`src/rtl/crp16_mem_arbiter.sv`:
```
// Single-port RAM arbiter for the crp16 core: data, fetch and debug/loader requesters.
// Optional debug bus lock is enabled by defining CRP16_ARB_LOCK_EN.
//
// state     | meaning
// ST_IDLE   | normal arbitration: data > fetch > debug, starvation override for debug
// ST_LOCKED | debug owns the RAM; only x_req can be granted
module crp16_mem_arbiter #(
    parameter int READ_LAT     = 1,
    parameter int STARVE_LIMIT = 8
) (
    input  logic        clock,
    input  logic        resetn,
    input  logic        d_req,
    input  logic        d_we,
    input  logic [15:0] d_addr,
    input  logic [15:0] d_wdata,
    output logic        d_gnt,
    output logic        d_rvalid,
    input  logic        i_req,
    input  logic [15:0] i_addr,
    output logic        i_gnt,
    output logic        i_rvalid,
    input  logic        x_req,
    input  logic        x_we,
    input  logic [15:0] x_addr,
    input  logic [15:0] x_wdata,
`ifdef CRP16_ARB_LOCK_EN
    input  logic        x_lock,
`endif
    output logic        x_gnt,
    output logic        x_rvalid,
    output logic [15:0] rdata,
    output logic [15:0] mem_addr,
    output logic [15:0] mem_data,
    output logic        mem_wren,
    input  logic [15:0] mem_q,
    output logic        busy
);

    typedef enum logic {ST_IDLE, ST_LOCKED} state_t;

    localparam logic [1:0] TAG_NONE = 2'd0;
    localparam logic [1:0] TAG_D    = 2'd1;
    localparam logic [1:0] TAG_I    = 2'd2;
    localparam logic [1:0] TAG_X    = 2'd3;
    localparam logic [7:0] LIMIT    = 8'(STARVE_LIMIT);

    state_t      state_q, state_d;
    logic [7:0]  starve_q, starve_d;
    logic [15:0] addr_q, addr_d;
    logic [15:0] data_q, data_d;
    logic [1:0]  tag_q [READ_LAT];
    logic [1:0]  tag_d [READ_LAT];
    logic [1:0]  push_tag;
    logic        gnt_d, gnt_i, gnt_x, wren;
    logic        lock_in;

`ifdef CRP16_ARB_LOCK_EN
    assign lock_in = x_lock;
`else
    assign lock_in = 1'b0;
`endif

    always_comb begin
        state_d  = state_q;
        starve_d = starve_q;
        addr_d   = addr_q;
        data_d   = data_q;
        gnt_d    = 1'b0;
        gnt_i    = 1'b0;
        gnt_x    = 1'b0;
        wren     = 1'b0;
        push_tag = TAG_NONE;

        // Grants are suppressed while reset is held so nothing reaches the RAM.
        if (resetn) begin
            if (state_q == ST_LOCKED) begin
                gnt_x = x_req;
            end else if (x_req && (starve_q == LIMIT)) begin
                gnt_x = 1'b1;
            end else if (d_req) begin
                gnt_d = 1'b1;
            end else if (i_req) begin
                gnt_i = 1'b1;
            end else if (x_req) begin
                gnt_x = 1'b1;
            end
        end

        if (gnt_d) begin
            addr_d   = d_addr;
            data_d   = d_wdata;
            wren     = d_we;
            push_tag = d_we ? TAG_NONE : TAG_D;
        end else if (gnt_i) begin
            addr_d   = i_addr;
            push_tag = TAG_I;
        end else if (gnt_x) begin
            addr_d   = x_addr;
            data_d   = x_wdata;
            wren     = x_we;
            push_tag = x_we ? TAG_NONE : TAG_X;
        end

        if (state_q != ST_LOCKED) begin
            if (!x_req || gnt_x) begin
                starve_d = 8'd0;
            end else if (starve_q != LIMIT) begin
                starve_d = starve_q + 8'd1;
            end
        end

        if (gnt_x) begin
            state_d = lock_in ? ST_LOCKED : ST_IDLE;
        end

        tag_d[0] = push_tag;
        for (int k = 1; k < READ_LAT; k++) begin
            tag_d[k] = tag_q[k-1];
        end
    end

    always_ff @(posedge clock) begin
        if (!resetn) begin
            state_q  <= ST_IDLE;
            starve_q <= 8'd0;
            addr_q   <= 16'd0;
            data_q   <= 16'd0;
            for (int k = 0; k < READ_LAT; k++) begin
                tag_q[k] <= TAG_NONE;
            end
        end else begin
            state_q  <= state_d;
            starve_q <= starve_d;
            addr_q   <= addr_d;
            data_q   <= data_d;
            for (int k = 0; k < READ_LAT; k++) begin
                tag_q[k] <= tag_d[k];
            end
        end
    end

    always_comb begin
        busy = 1'b0;
        for (int k = 0; k < READ_LAT; k++) begin
            busy = busy | (tag_q[k] != TAG_NONE);
        end
    end

    assign d_gnt    = gnt_d;
    assign i_gnt    = gnt_i;
    assign x_gnt    = gnt_x;
    assign mem_addr = addr_d;
    assign mem_data = data_d;
    assign mem_wren = wren;
    assign rdata    = mem_q;
    // The oldest tag lines up with mem_q for the read it belongs to.
    assign d_rvalid = resetn && (tag_q[READ_LAT-1] == TAG_D);
    assign i_rvalid = resetn && (tag_q[READ_LAT-1] == TAG_I);
    assign x_rvalid = resetn && (tag_q[READ_LAT-1] == TAG_X);

endmodule

```
`config.mk`:
```
export PLATFORM = sky130hd
export DESIGN_NAME = crp16_mem_arbiter
export DESIGN_NICKNAME = d
export VERILOG_FILES = /design/src/rtl/crp16_mem_arbiter.sv
export SDC_FILE = /design/constraint.sdc
export NUM_CORES = 1
export LEC_CHECK = 0
export ABC_AREA = 1
export CAP_MARGIN = 5
export CORE_AREA = 2 2 84 86
export DETAILED_ROUTE_END_ITERATION = 16
export DIE_AREA = 0 0 86 88
export PLACE_DENSITY = 0.87
export SKIP_LAST_GASP = 1
export SLEW_MARGIN = 15
export SYNTH_ARGS = -nofsm -noshare
export SYNTH_HDL_FRONTEND = slang
export SYNTH_SLANG_ARGS = --single-unit
```
`constraint.sdc`:
```
create_clock -name clock -period 4.4 [get_ports clock]
set_input_delay 0.44 -clock clock [delete_from_list [all_inputs] [get_ports clock]]
set_output_delay 0.44 -clock clock [all_outputs]
set_load 0.005 [all_outputs]
```
Word-level counts from Yosys, hierarchy flattened
Memory sizes are Yosys's and may differ from the RTL's.
Cells that the tools add are included.
Widths: inputs -> output; s select.

storage, ports and cells
  bits in registers = 40
  memory bits (writable) = 2
  input port bits = 103
  output and inout bits = 56
  logic and storage cells = 51
  memories kept = 1

memories
  memory  words  bits a word  rd ports  clocked after Yosys merged registers in  wr ports  RTL line  RTL
  tag_q   1      2            1         0                                        1         52        logic [1:0] tag_q [READ_LAT];

operators by class
  $add $sub $neg = 1
  equal/unequal tests = 5
  mux-type cells = 32
  reductions and logical operators = 9

operators by type and width
  kind                 count
  $mux 16              6
  $mux 1               19
  $mux 8               2
  $mux 2               5
  $add 8x1->8 const B  1
  $eq 8x4->1 const B   1
  $ne 8x4->1 const B   1
  $eq 2x2->1 const B   2
  $logic_and 1x1->1    4
  $reduce_bool 2->1    2
  $eq 2x1->1 const B   1
  $reduce_or 2->1      1
  $logic_not 1->1      1
  $logic_or 1x1->1     1

Logic depth before layout (Yosys ltp)
  depth in word-level cells = 9
  gate-level depth with buffers = 14
  depth with buffers taken out = 13

Worst setup path before layout
OpenSTA, ideal clock, no wires.

  path type = reg-to-output
  start = register starve_q[0]
  end = output port mem_data[13]
  arrival = 1424 ps
  required time = 3960 ps
  path slack = 2536 ps
  cell stages (with the launch flop) = 13
  cell sequence = dfxtp_1 inv_1 ha_1 nand2_1 nor2_1 nand2_4 nand2_4 nand2_4 buf_2 nand2_1 nand3_1 o21ai_0 inv_1

on the way
  cells in the longest elaborated chain, start to end = 7
  elaborated cells on any way between the ends = 11

ends and longest elaborated chain
  item                    RTL line  RTL
  from (decl)             49        logic [7:0] starve_q, starve_d;
  from (signal assigned)  134       starve_q <= starve_d;
  $eq 8x4->1 (*)          79        end else if (x_req && (starve_q == LIMIT)) begin
  $logic_and 1x1->1 (*)   79
  $mux 1                  79
  $mux 1                  76        if (resetn) begin
  $mux 16                 98        end else if (gnt_x) begin
  $mux 16                 95        end else if (gnt_i) begin
  $mux 16 (*)             90        if (gnt_d) begin
  to (decl)               34        output logic [15:0] mem_data,

Mark *: on every way between the ends. The rest lies on a longest branch, timed or not.

Worst setup path after layout
  start = input port x_req
  end = output port mem_addr[14]

on the way
  cells in the longest elaborated chain, start to end = 8
  elaborated cells on any way between the ends = 13

ends and longest elaborated chain
  item         RTL line  RTL
  from (decl)  23        input logic x_req,
  $mux 1       85        end else if (x_req) begin
  $mux 1       83        end else if (i_req) begin
  $mux 1       81        end else if (d_req) begin
  $mux 1       79
  $mux 1       76
  $mux 16      98
  $mux 16      95
  $mux 16 (*)  90
  to (decl)    33        output logic [15:0] mem_addr,

Marks and branches as above.

==> results.ini <==
[worst_hold_path]
hold_depth=1
hp-start=starve_q[0]$_SDFFE_PN0P_
hold_class=reg2reg
min_to=starve_q[0]$_SDFFE_PN0P_

[routing]
vias=2941
drc=0
vias_per_cell=4.68
drt_iter0_drc=95
drtAntennaViolNets=0
wl_per_cell_um=11.9
totalWireLength_um=7460
first_pass_iters=4

[floorplanning]
rows=30
io_pins=159
die_area_um2=7570
initial_utilization=0.414
core_um2=6640
die_w_um=86
die_y_um=88

[logic_synthesis]
yosys_warnings=0
syn_area_per_cell_um2=6.07
synth_top_cell_area_share=0.306
synth.largest_area_cell=dfxtp_1
yosys-top-cells-area=dfxtp_1 31%, nand2_1 15%, inv_1 13%
synth_seq_cells=42
syn_area_um2=2750
netlist_instances=453
ys_types=26
syn-num-nets=558
ys_seq_area_frac=0.306

[timing]
finalSetupViolations=0
period_share=0.754
skew_ps=3.49
max_freq_mhz=301
setup_tns_ps=0
rsz0062_at_grt=no
drv_slew=0
hold_viol_final=0
fin_crit_ps=3320
finalWorstSetupSlack_ps=1080
maxSlewHeadroom=0.545
worst_pin_slew_ps=681
hold_ws_ps=452

[worst_setup_path]
crit_arrival_ps=2880
endpoint_kind=output port
cp_data_required_time_ps=3960
start_kind=input pin
critPathKind=in2out
critical_path.most_common_cell=nand2_1
rr_endpoint=addr_q[6]$_SDFF_PN0_
reg2reg_depth=9
slowest_stage=clkdlybuf4s50_1
path_cells=clkdlybuf4s50_1 > nand2_1 > nor2_1 > nand2_4 > nand2_4 > nand2_4 > nand2_1 > nand3_1 > nand2_1 > nand2_1 > inv_1 > clkdlybuf4s50_1
crit_buf_inv=3
critPathMaxStageDelay_ps=530
r2r_setup_slack_ps=2240
path_depth=12
crit_family=simple AND/OR/NAND/NOR gates
rr_startpoint=starve_q[0]$_SDFFE_PN0P_
cp_max_fo=34

[clock_network]
insertion_delay_ps=280
clockRootBuffer=clkbuf_8
cts_resized=0
clk_pin_slew_worst_paths_ps=80
cts_sinks=42
postCtsSetupBuffers=0
cts_max_level=2
cts_hold_buf=0
clockBufferDepth=2
cts_tree=yes
cts_buffers=5

[pwr]
worst_ir_drop_vdd_uv=143
power.internal_mw=0.746
p_comb_frac=0.301
power_per_cell_area_nw_per_um2=254
power_switching_mw=0.263
p_leak_nw=2.02
p_sw_frac=0.261
clock_power_share=0.291
seqPwrFrac=0.408

[place]
placed_area_um2=3850
place_ws_ps=719
hpwl_um=5430
port-buffer-count=126
globalplace.congestion=0.776

[job]
drv_cap=0

[finish]
area_growth_pct=44.3
fin_area_um2=3970
n_antenna_cell=0
nNetsFinal=653
final_layout_size_suffix_gt1_frac=0.0674

[global_route]
antenna_found_initial=0
gr-usage-all-layers=0.195
grt_pass1_wl_um=12100
grt_pass1_vias=2905
grt_max_degree=67
grt_overflow=0

[status]
status=finished clean

-- per-layer routing --
metal | global-route usage | vias up | wire [um]
met5 | 0 | - | 0
met3 | 0.0462 | 8 | 503
met1 | 0.200 | 1297 | 3010
met4 | 0.0548 | 0 | 70
met2 | 0.392 | 108 | 3880
li1 | - | 1528 | -
-- layout by cell type, fill, tap and decap left out, drive strengths merged --
master         netlist  layout
clkbuf               8       5
o22ai                1       1
nor2                42      42
nand2              114     114
nor3                 9       9
clkinv               0       2
a31oi                1       1
nand4                1       1
nor4                 1       1
o21ai               17      17
a21oi                4       4
xnor2                1       1
dfxtp               42      42
ha                   2       2
or2                 16      16
nor3b                2       2
inv                 96      96
bufinv               0       1
clkdlybuf4s50        0     125
nand3               65      65
buf                 31       2
-- power by group through the flow --
| stage | clock network [mW] | logic [mW] | registers (mW) |
|---|---|---|---|
| final | 0.294 | 0.304 | 0.412 |
| after global routing | 0.321 | 0.336 | 0.414 |
| after CTS | 0.302 | 0.307 | 0.412 |
| after detailed placement | 0 | 0.305 | 0.421 |
| after global placement | 0 | 0.297 | 0.420 |
| after floorplan | 0 | 0.147 | 0.419 |
-- cell type report --
cell class,count,area [um^2]
flip-flops and latches,42,841
clock inverters,3,40.0
fillers,641,2680
inverters,96,363
repair buffers,127,1260
multi-input cells,276,1290
well taps,80,100
clock buffers,5,68.8
-- kinds of logic after synthesis --
family | after synthesis | synth area share
AO/OA/AOI/OAI | 23 | 0.0428
XOR/XNOR | 1 | 0.00319
flip-flops | 42 | 0.306
adder cells (fa/ha/maj) | 2 | 0.00910
AND/OR/NAND/NOR | 250 | 0.412
buffers and inverters | 135 | 0.227
-- worst max-delay path by stage --
stage,start,to,slack [ps]
4_1_cts,starve_q[0]$_SDFFE_PN0P_,mem_addr[14],680
6_report,x_req,mem_addr[14],1080
3_5_place_dp,x_req,mem_addr[14],720
2_1_floorplan,starve_q[0]$_SDFFE_PN0P_,mem_data[13],2540
3_3_place_gp,x_req,mem_addr[3],820
5_1_grt,x_req,mem_addr[14],890
-- flip-flops by register name, indices dropped and copies added, names as in the netlist --
| name | flops |
|---|---|
| tag_q | 2 |
| data_q | 16 |
| addr_q | 16 |
| starve_q | 8 |
-- synthesized netlist by cell type, drive strengths merged --
library cell	n
nand2	114
inv	96
nand3	65
dfxtp	42
nor2	42
buf	31
o21ai	17
or2	16
nor3	9
clkbuf	8
a21oi	4
ha	2
nor3b	2
a31oi	1
nand4	1
nor4	1
o22ai	1
xnor2	1
-- through the flow --
| stage | utilization | cells | total power [mW] |
|---|---|---|---|
| 2_1_floorplan | - | 453 | 0.565 |
| 3_3_place_gp | 0.580 | 621 | 0.716 |
| 3_5_place_dp | 0.580 | 621 | 0.725 |
| 4_1_cts | 0.596 | 629 | 1.02 |
| 5_1_grt | 0.597 | 629 | 1.07 |
| 6_report | 0.597 | 629 | 1.01 |
-- worst reg2reg max path, stage by stage (launching register included) --
cell and delay, ps:
dfxtp_1 360, inv_1 70, ha_1 190, nand2_1 60, nor2_1 60, nand2_4 120
nand3_4 470, or2_2 550, nand2_1 90, nor2_1 50
No activity file was read; power rests on OpenSTA's default activity.
==> RTL change: new RTL, config.mk and constraints unchanged <==
The parameter `READ_LAT` goes from 1 to 2.
--- a/src/rtl/crp16_mem_arbiter.sv
+++ b/src/rtl/crp16_mem_arbiter.sv
@@ -7,3 +7,3 @@
 module crp16_mem_arbiter #(
-    parameter int READ_LAT     = 1,
+    parameter int READ_LAT     = 2,
     parameter int STARVE_LIMIT = 8
Formal check against the unedited RTL: not equivalent (Yosys sat finds a counterexample within 4 cycles, from zero or initial values and one cycle with resetn low).
==> RTL change against the original RTL <==
Cell count is 1.4% lower. Fmax fell by 3.8%. Area after synthesis is essentially flat. Sequential cell count is 2 higher. Routed wire length down 3.0%. Largest cell class is now buffers. Cell area down 0.19%. Global-route usage shrank 0.11 points. Count of clock-buffer cells in the layout is 1 higher. Clock power down 13%. Power decreased by 3.3%. Worst setup slack got worse by 0.13 ns. Sequential power grew 4%.
==> RTL change: results <==
[finish]
layout.nonclk_buf_frac = 0.3242
fill_cells = 607
seq_area_frac = 0.2224
num-nonclk-inverters = 90
clk_share = 0.02338
final_nets = 644
multi_input_gates = 269
buffers = 129
final_layout_size_suffix_gt1_frac = 0.07407
multi_input_area_share = 0.3188
clock_buffers = 6
regArea_um2 = 880.8

[critical_path]
cp.arrival_ns = 3.01
setup.worst_path.start = "resetn"
path_max_fanout = 29
reg2reg_to = "starve_q[2]"
endpoint = "mem_addr[6]"

[logic_synthesis]
synth_area_leaders = "dfxtp_1 (32%), nand2_1 (16%), nand3_1 (11%)"
ys_top_cells_by_count = "nand2_1 (117), inv_1 (79), nand3_1 (60)"
synth.distinct_cells = 25
yosysSeqAreaShare = 0.3203
synth_area_per_cell_um2 = 6.265
syn-num-nets = 544

[global_routing]
grt_pass1_vias = 2797
track_usage = 0.1944
grt_pass1_wl_mm = 11.81
grt_max_degree = 49

[worst_hold_path]
hold_start = "tag_q[0][0]"
hold_end = "tag_q[0][2]"
min_delay_path_depth = 2

[run_status]
outcome = "finished, final reports clean"

[place]
hpwlAfterDp_mm = 5.364
placed_cells = 612
placed_cell_area_um2 = 3867
gp_congestion = 0.7924

[drt]
wl_per_cell_um = 11.67
drt_iter0_drc = 93
viasPerCell = 4.644
vias = 2879
firstDrtPassIters = 4

[timing]
whs_ns = 0.4409
relSlewSlack = 0.4131
fin_worst_skew_ns = 0.004397

[power]
vdd_drop_max_mv = 0.1355
leakage_nw = 1.959

[clock_tree]
insertion_delay_ns = 0.29
path_clk_slew_ns = 0.07
cts.sinks = 44
==> RTL change: cell count changes after synthesis, sizes merged, moves of 2 or more <==
cell	unedited run	this run
a21oi	4	12
clkbuf	8	6
dfxtp	42	44
inv	96	90
nand2	114	123
nand3	65	61
nor2	42	34
nor3	9	6
o21ai	17	19
or2	16	7
xor2	0	2
==> RTL change: cells by family (layout without fill, tap and decap cells) <==
group / after synthesis / in the layout / synth area share
xor+xnor: 2 / 2 / 0.006371
simple gates: 233 / 233 / 0.3849
compound gates: 32 / 32 / 0.05869
flops: 44 / 44 / 0.3203
fa+ha+maj: 2 / 2 / 0.009098
buf+inv: 126 / 227 / 0.2207
==> RTL change: power by group <==
part | internal (W) | total [W] | switching [W] | leakage [nW]
Clock | 0.000125 | 0.000257 | 0.000132 | 0.0510
Combinational | 0.000170 | 0.000289 | 0.000119 | 1.55
Sequential | 0.000422 | 0.000430 | 0.00000732 | 0.362
Total | 0.000717 | 0.000976 | 0.000259 | 1.96
==> RTL change: layer usage <==
layer / wire length, um / GRT usage
met3: 590 / 0.04807
met1: 2810 / 0.2068
met4: 136 / 0.07215
met2: 3701 / 0.3693
met5: 0 / 0
==> RTL change: worst max-delay path, cell delays in order <==
cell and delay, ns:
clkdlybuf4s50_1 0.46, buf_4 0.32, inv_1 0.10, buf_4 0.20, a21oi_1 0.69, nand2_1 0.14, nand3_1 0.15, nand2_1 0.06
clkdlybuf4s50_1 0.44
==> RTL change: per-stage QoR <==
stage / worst slack, ns / total power (W)
finish: 0.9522 / 0.0009760
global route: 0.7045 / 0.001039
CTS: 0.9214 / 0.0009872
detailed placement: 0.9476 / 0.0007288
global placement: 0.9972 / 0.0007240
floorplan: 2.538 / 0.0005760
